$ cat src/rtl/kamus_pkg.sv
// kamus_pkg -- shared types for the kamus fetch stage.
//   fetch_state_e : fetch FSM states
//   fetch_entry_t : one instruction buffer entry {pc, instr}
//   word_align()  : clears the byte-offset bits of an address
package kamus_pkg;

  typedef enum logic [1:0] {IDLE, FETCH, DRAIN} fetch_state_e;

  typedef struct packed {
    logic [31:0] pc;
    logic [31:0] instr;
  } fetch_entry_t;

  localparam int unsigned ENTRY_W = $bits(fetch_entry_t);

  function automatic logic [31:0] word_align(input logic [31:0] a);
    return {a[31:2], 2'b00};
  endfunction

endpackage

$ cat src/rtl/kamus_fifo.sv
// kamus_fifo -- generic synchronous FIFO with flush.
//   clk_i/rst_ni : clock, async active-low reset
//   flush_i      : empties the FIFO (wins over push/pop)
//   push_i/wdata_i, pop_i/rdata_o : write / read ports, rdata_o is the head
//   full_o, empty_o, count_o : occupancy status
// A push into a full FIFO is accepted when a pop happens in the same cycle.
module kamus_fifo #(
  parameter int unsigned DEPTH = 2,
  parameter int unsigned WIDTH = 64
) (
  input  logic                     clk_i,
  input  logic                     rst_ni,
  input  logic                     flush_i,
  input  logic                     push_i,
  input  logic [WIDTH-1:0]         wdata_i,
  input  logic                     pop_i,
  output logic [WIDTH-1:0]         rdata_o,
  output logic                     full_o,
  output logic                     empty_o,
  output logic [$clog2(DEPTH):0]   count_o
);
  localparam int unsigned AW = $clog2(DEPTH);
  localparam int unsigned CW = AW + 1;

  logic [WIDTH-1:0] mem [DEPTH];
  logic [AW-1:0]    wptr, rptr;
  logic [CW-1:0]    cnt;
  logic             do_push, do_pop;

  assign full_o  = (cnt == CW'(DEPTH));
  assign empty_o = (cnt == '0);
  assign count_o = cnt;
  assign rdata_o = mem[rptr];
  assign do_pop  = pop_i & ~empty_o;
  assign do_push = push_i & (~full_o | do_pop);

  always_ff @(posedge clk_i or negedge rst_ni) begin
    if (!rst_ni) begin
      wptr <= '0;
      rptr <= '0;
      cnt  <= '0;
    end else if (flush_i) begin
      wptr <= '0;
      rptr <= '0;
      cnt  <= '0;
    end else begin
      if (do_push) wptr <= wptr + AW'(1);
      if (do_pop)  rptr <= rptr + AW'(1);
      cnt <= cnt + CW'(do_push) - CW'(do_pop);
    end
  end

  // storage needs no reset: entries are only visible through a valid count
  always_ff @(posedge clk_i) begin
    if (do_push && !flush_i) mem[wptr] <= wdata_i;
  end

endmodule

$ cat src/rtl/kamus_if.sv
// kamus_if -- instruction fetch stage.
//   clk_i/rst_ni   : clock, async active-low reset
//   imem_*         : req/gnt request channel, in-order rvalid/rdata responses
//   redirect_i/_pc : control-flow change, flushes and retargets fetch
//   instr_*/pc_o   : valid/ready instruction stream toward decode
// Requests are throttled so outstanding + buffered never exceeds FIFO_DEPTH,
// hence every response always has a free buffer slot.
module kamus_if
  import kamus_pkg::*;
#(
  parameter logic [31:0] BOOT_ADDR  = 32'h0000_0000,
  parameter int unsigned FIFO_DEPTH = 2
) (
  input  logic        clk_i,
  input  logic        rst_ni,
  output logic        imem_req_o,
  output logic [31:0] imem_addr_o,
  input  logic        imem_gnt_i,
  input  logic        imem_rvalid_i,
  input  logic [31:0] imem_rdata_i,
  input  logic        redirect_i,
  input  logic [31:0] redirect_pc_i,
  output logic        instr_valid_o,
  input  logic        instr_ready_i,
  output logic [31:0] instr_o,
  output logic [31:0] pc_o
);
  localparam int unsigned CW = $clog2(FIFO_DEPTH) + 1;

  fetch_state_e     state_q, state_d;
  logic [31:0]      fetch_pc_q, fetch_pc_d, resp_pc_q, resp_pc_d;
  logic [CW-1:0]    outst_q, outst_d, drop_q, drop_d, fifo_cnt;
  logic             fifo_full, fifo_empty;
  logic             gnt_xfer, rsp_acc, push, pop;
  fetch_entry_t     wentry, head;
  logic [ENTRY_W-1:0] fifo_rdata;

  // a response with nothing owed is ignored
  assign rsp_acc  = imem_rvalid_i & (outst_q != '0);
  assign gnt_xfer = imem_req_o & imem_gnt_i;
  // redirect wins over pop; responses during a redirect or DRAIN are stale
  assign pop      = instr_valid_o & instr_ready_i & ~redirect_i;
  assign push     = rsp_acc & (state_q == FETCH) & ~redirect_i;
  assign outst_d  = outst_q + CW'(gnt_xfer) - CW'(rsp_acc);

  assign imem_req_o  = (state_q == FETCH) & ~redirect_i &
                       (({1'b0, outst_q} + {1'b0, fifo_cnt}) < (CW+1)'(FIFO_DEPTH));
  assign imem_addr_o = fetch_pc_q;

  assign wentry = '{pc: resp_pc_q, instr: imem_rdata_i};
  assign head   = fifo_rdata;

  assign instr_valid_o = ~fifo_empty;
  assign instr_o       = instr_valid_o ? head.instr : '0;
  assign pc_o          = instr_valid_o ? head.pc    : '0;

  kamus_fifo #(.DEPTH(FIFO_DEPTH), .WIDTH(ENTRY_W)) u_fifo (
    .clk_i   (clk_i),
    .rst_ni  (rst_ni),
    .flush_i (redirect_i),
    .push_i  (push),
    .wdata_i (wentry),
    .pop_i   (pop),
    .rdata_o (fifo_rdata),
    .full_o  (fifo_full),
    .empty_o (fifo_empty),
    .count_o (fifo_cnt)
  );

  always_ff @(posedge clk_i or negedge rst_ni) begin
    if (!rst_ni) begin
      state_q    <= IDLE;
      fetch_pc_q <= word_align(BOOT_ADDR);
      resp_pc_q  <= word_align(BOOT_ADDR);
      outst_q    <= '0;
      drop_q     <= '0;
    end else begin
      state_q    <= state_d;
      fetch_pc_q <= fetch_pc_d;
      resp_pc_q  <= resp_pc_d;
      outst_q    <= outst_d;
      drop_q     <= drop_d;
    end
  end

  always_comb begin
    state_d    = state_q;
    fetch_pc_d = fetch_pc_q;
    resp_pc_d  = resp_pc_q;
    drop_d     = drop_q;
    if (gnt_xfer) fetch_pc_d = fetch_pc_q + 32'd4;
    if (push)     resp_pc_d  = resp_pc_q + 32'd4;
    unique case (state_q)
      IDLE:  state_d = FETCH;
      FETCH: state_d = FETCH;
      DRAIN: begin
        if (rsp_acc) begin
          drop_d = drop_q - CW'(1);
          if (drop_q == CW'(1)) state_d = FETCH;
        end else if (drop_q == '0) begin
          state_d = FETCH;
        end
      end
      default: state_d = IDLE;
    endcase
    if (redirect_i) begin
      fetch_pc_d = word_align(redirect_pc_i);
      resp_pc_d  = word_align(redirect_pc_i);
      // a redirect inside DRAIN only retargets; the drop count keeps running
      if (state_q != DRAIN) begin
        if (outst_d != '0) begin
          state_d = DRAIN;
          drop_d  = outst_d;
        end else begin
          state_d = FETCH;
        end
      end
    end
  end

  a_no_orphan_rvalid: assert property (
    @(posedge clk_i) disable iff (!rst_ni) imem_rvalid_i |-> (outst_q != '0));

endmodule

$ cat config.mk
export PLATFORM = sky130hd
export DESIGN_NAME = kamus_if
export DESIGN_NICKNAME = d
export VERILOG_FILES = /design/src/rtl/kamus_pkg.sv /design/src/rtl/kamus_fifo.sv /design/src/rtl/kamus_if.sv
export SDC_FILE = /design/constraint.sdc
export NUM_CORES = 1
export LEC_CHECK = 0
export ABC_AREA = 1
export ABC_CLOCK_PERIOD_IN_PS = 4100
export CORE_MARGIN = 2
export CORE_UTILIZATION = 48
export DETAILED_ROUTE_END_ITERATION = 6
export PLACE_DENSITY = 0.84
export SETUP_SLACK_MARGIN = 0.3
export SKIP_CTS_REPAIR_TIMING = 1
export SLEW_MARGIN = 20
export SYNTH_ARGS = -nofsm -noshare
export SYNTH_HDL_FRONTEND = slang
export SYNTH_SLANG_ARGS = --single-unit
$ cat constraint.sdc
create_clock -name clk_i -period 4.1 [get_ports clk_i]
set_input_delay 0.82 -clock clk_i [delete_from_list [all_inputs] [get_ports clk_i]]
set_output_delay 0.82 -clock clk_i [all_outputs]
set_load 0.1 [all_outputs]
==> flow_summary_export.csv <==
group,metric,value,unit
run_status,status,"completed",
synth,synth_warnings,0,
synth,synth_area_leader_cell,"edfxtp_1",
drt,ant_nets,0,
timing,max_freq,334,MHz
synth,ys_seq_area_share,57.2,%
final_layout,area_growth,24.0,%
placement,dp.cells,1480,
floorplan,core_area,0.0195,mm2
worst_setup_path,worstPathRequired,3.28,ns
power,ir_drop,323,uV
drt,viasPerCell,5.27,
timing,tightest_slew,1.05,ns
timing,rsz0062_at_grt,"false",
global_routing,grt_overflow,0,
clock_tree,cts-root-buf,"clkbuf_16",
timing,report.final.setup_viol,0,
floorplan,die_width,145,um
floorplan,fp.dieArea,0.0211,mm2
global_routing,antenna_found_initial,0,
synth,yosys-top-cells-count,"nand2_1 (371), edfxtp_1 (124), nor2_1 (93)",
placement,place.gp.congestion,1.01,
timing,maxSlewHeadroom,29.8,%
synth,synth.most_common_cell,"nand2_1",
synth,synthArstFlopShare,36.1,%
synth,synth_edf_count,124,
drt,drtIter0Drc,645,
global_routing,grt_pass1_vias,7657,
timing,holdWs,0.326,ns
synth,avgSynthCellArea,8.85,um2
power,p_int,3.84,mW
power,p_seq_share,37.6,%
drt,remaining_drc_errors,0,
synth,dominantRegCellSynth,"edfxtp_1",
clock_tree,tritoncts.num_buffers,17,
final_layout,final_layout_size_suffix_gt1_share,12.5,%
power,switching_power,3.15,mW
synth,synth_cells,1082,
timing,hold_viol_final,0,
global_routing,grt_pass1_wl,38600,um
power,design_power_total,6.99,mW
worst_setup_path,crit_path_max_fanout,4,
timing,min_period_over_period,73.0,%
placement,postPlaceCellArea,0.0113,mm2
worst_setup_path,cp.arrival,2.17,ns
placement,dp_slack,1.07,ns
drt,avgRoutedWirePerCell,15.6,um
timing,slew_violations,0,
placement,portBuffers,161,
worst_setup_path,startpoint_type,"register",
final_layout,fin_cells,1512,
synth,synth_area,0.00958,mm2
floorplan,fp.dieH,145,um
synth,synth_cell_types,39,
global_routing,grt_usage,22.9,%
power,power_frac_comb,38.7,%
clock_tree,cts_num_sinks,194,
final_layout,nNetsFinal,1313,
timing,fin_ws,1.11,ns
drt,dr_total_vias,7965,
clock_tree,cts_tree,"yes",
drt,dr.pass1.iters,5,
timing,min_period,2.99,ns
clock_tree,htree_levels,4,
final_layout,final_cell_area,0.0119,mm2
final_layout,antenna_cells,0,
synth,synth-seq-cells,194,
global_routing,grt_max_degree,65,
run,max_cap_viol_count,0,
clock_tree,cts_max_path_buffers,2,
final_layout,utilization,60.8,%
synth,synthTopCellsByArea,"edfxtp_1 (39%), dfrtp_1 (18%), nand2_1 (15%)",
clock_tree,insertion_delay,0.44,ns
min_path,hp-class,"in2async",
synth,synth.top_cell.area_share,38.9,%
power,clkPwrFrac,23.7,%
power,p_sw_share,45.0,%
power,leakagePower,4.89,nW
floorplan,initial_core_util,49.1,%
drt,drt_wl_total,23600,um
floorplan,io_pins,168,
worst_setup_path,endpoint_kind,"output pin",
timing,skew,0.0113,ns
placement,hpwlAfterDp,16400,um
worst_setup_path,crit_type,"reg2out",
floorplan,num_rows,51,
power,powerDensity,588,mW/mm2
clock_tree,cts.clk_slew.worst_paths,0.08,ns
timing,setup_tns,0,ns
-- power groups by stage --
| stage | clock (mW) | combinational (mW) | sequential (mW) |
|---|---|---|---|
| global route | 1.75 | 2.88 | 2.66 |
| global placement | 0 | 2.66 | 2.65 |
| floorplan | 0 | 1.78 | 2.91 |
| finish | 1.66 | 2.71 | 2.63 |
| detailed placement | 0 | 2.70 | 2.66 |
| CTS | 1.68 | 2.71 | 2.62 |
-- layout by cell type, fill, tap and decap left out, types with 11 or more instances in the layout --
cell type | Yosys | routed
nor2_2 | 11 | 11
nand4_1 | 11 | 11
xor2_1 | 19 | 19
nand2_1 | 371 | 371
o21ai_1 | 16 | 16
edfxtp_1 | 124 | 124
buf_4 | 6 | 70
nor2_1 | 93 | 90
o21ai_0 | 15 | 15
clkdlybuf4s50_1 | 0 | 96
a21oi_1 | 84 | 84
clkbuf_16 | 0 | 17
nand3_1 | 65 | 65
inv_2 | 15 | 15
inv_1 | 75 | 75
dfrtp_1 | 70 | 69
-- cell families after synthesis --
| group | after synthesis | share of synthesized area (%) |
|---|---|---|
| AND/OR/NAND/NOR | 586 | 25.8 |
| flip-flops | 194 | 57.2 |
| AO/OA/AOI/OAI | 139 | 7.97 |
| buffers and inverters | 130 | 5.66 |
| XOR/XNOR | 23 | 2.10 |
| adder cells (fa/ha/maj) | 9 | 1.25 |
| other | 1 | 0.0391 |
-- flip-flops by register name, indices dropped and copies added, names as in the netlist --
| signal | cells |
|---|---|
| imem_addr_o | 30 |
| drop_q | 2 |
| u_fifo.wptr | 1 |
| u_fifo.mem | 124 |
| u_fifo.rptr | 1 |
| outst_q | 2 |
| state_q | 2 |
| resp_pc_q | 30 |
| u_fifo.count_o | 2 |
-- area by class of cell --
cell class,count,area (um2)
Fill cell,1573,7650
Sequential cell,194,5480
Multi-Input combinational cell,761,3600
Timing Repair Buffer,170,1540
Clock buffer,18,429
Inverter,90,338
Tap cell,265,332
Clock inverter,14,171
-- per-layer routing --
| layer | track usage (%) | wire length [um] | part of all wire, % | vias up |
|---|---|---|---|---|
| li1 | - | - | - | 3872 |
| met1 | 32.3 | 10300 | 44 | 3694 |
| met2 | 36.1 | 10800 | 45 | 361 |
| met3 | 4.72 | 2130 | 9.0 | 38 |
| met4 | 6.57 | 426 | 1.8 | 0 |
| met5 | 0 | 0 | 0 | - |
-- final timing paths --
check | startpoint | depth (start not counted) | end | slack [ns]
max in group asynchronous | rst_ni | 2 | u_fifo.rptr$_DFFE_PN0P_ | 2.71
setup reg to reg | outst_q[0]$_DFF_PN0_ | 15 | drop_q[0]$_DFF_PN0_ | 1.15
hold / removal | rst_ni | 1 | imem_addr_o[29]$_DFFE_PN0N_ | 0.33
hold reg to reg | resp_pc_q[27]$_DFFE_PN0N_ | 0 | u_fifo.mem[0][59]$_DFFE_PP_ | 0.57
setup / recovery | u_fifo.count_o[1]$_DFF_PN0_ | 3 | instr_valid_o | 1.11
min in group clk_i | resp_pc_q[27]$_DFFE_PN0N_ | 0 | u_fifo.mem[0][59]$_DFFE_PP_ | 0.57
-- critical path, stage by stage (launching register included) --
cell and delay [ns]:
dfrtp_1 0.47, nor2_4 0.06, inv_1 0.07, clkdlybuf4s50_1 1.13
(Power assumes the default switching activity.)
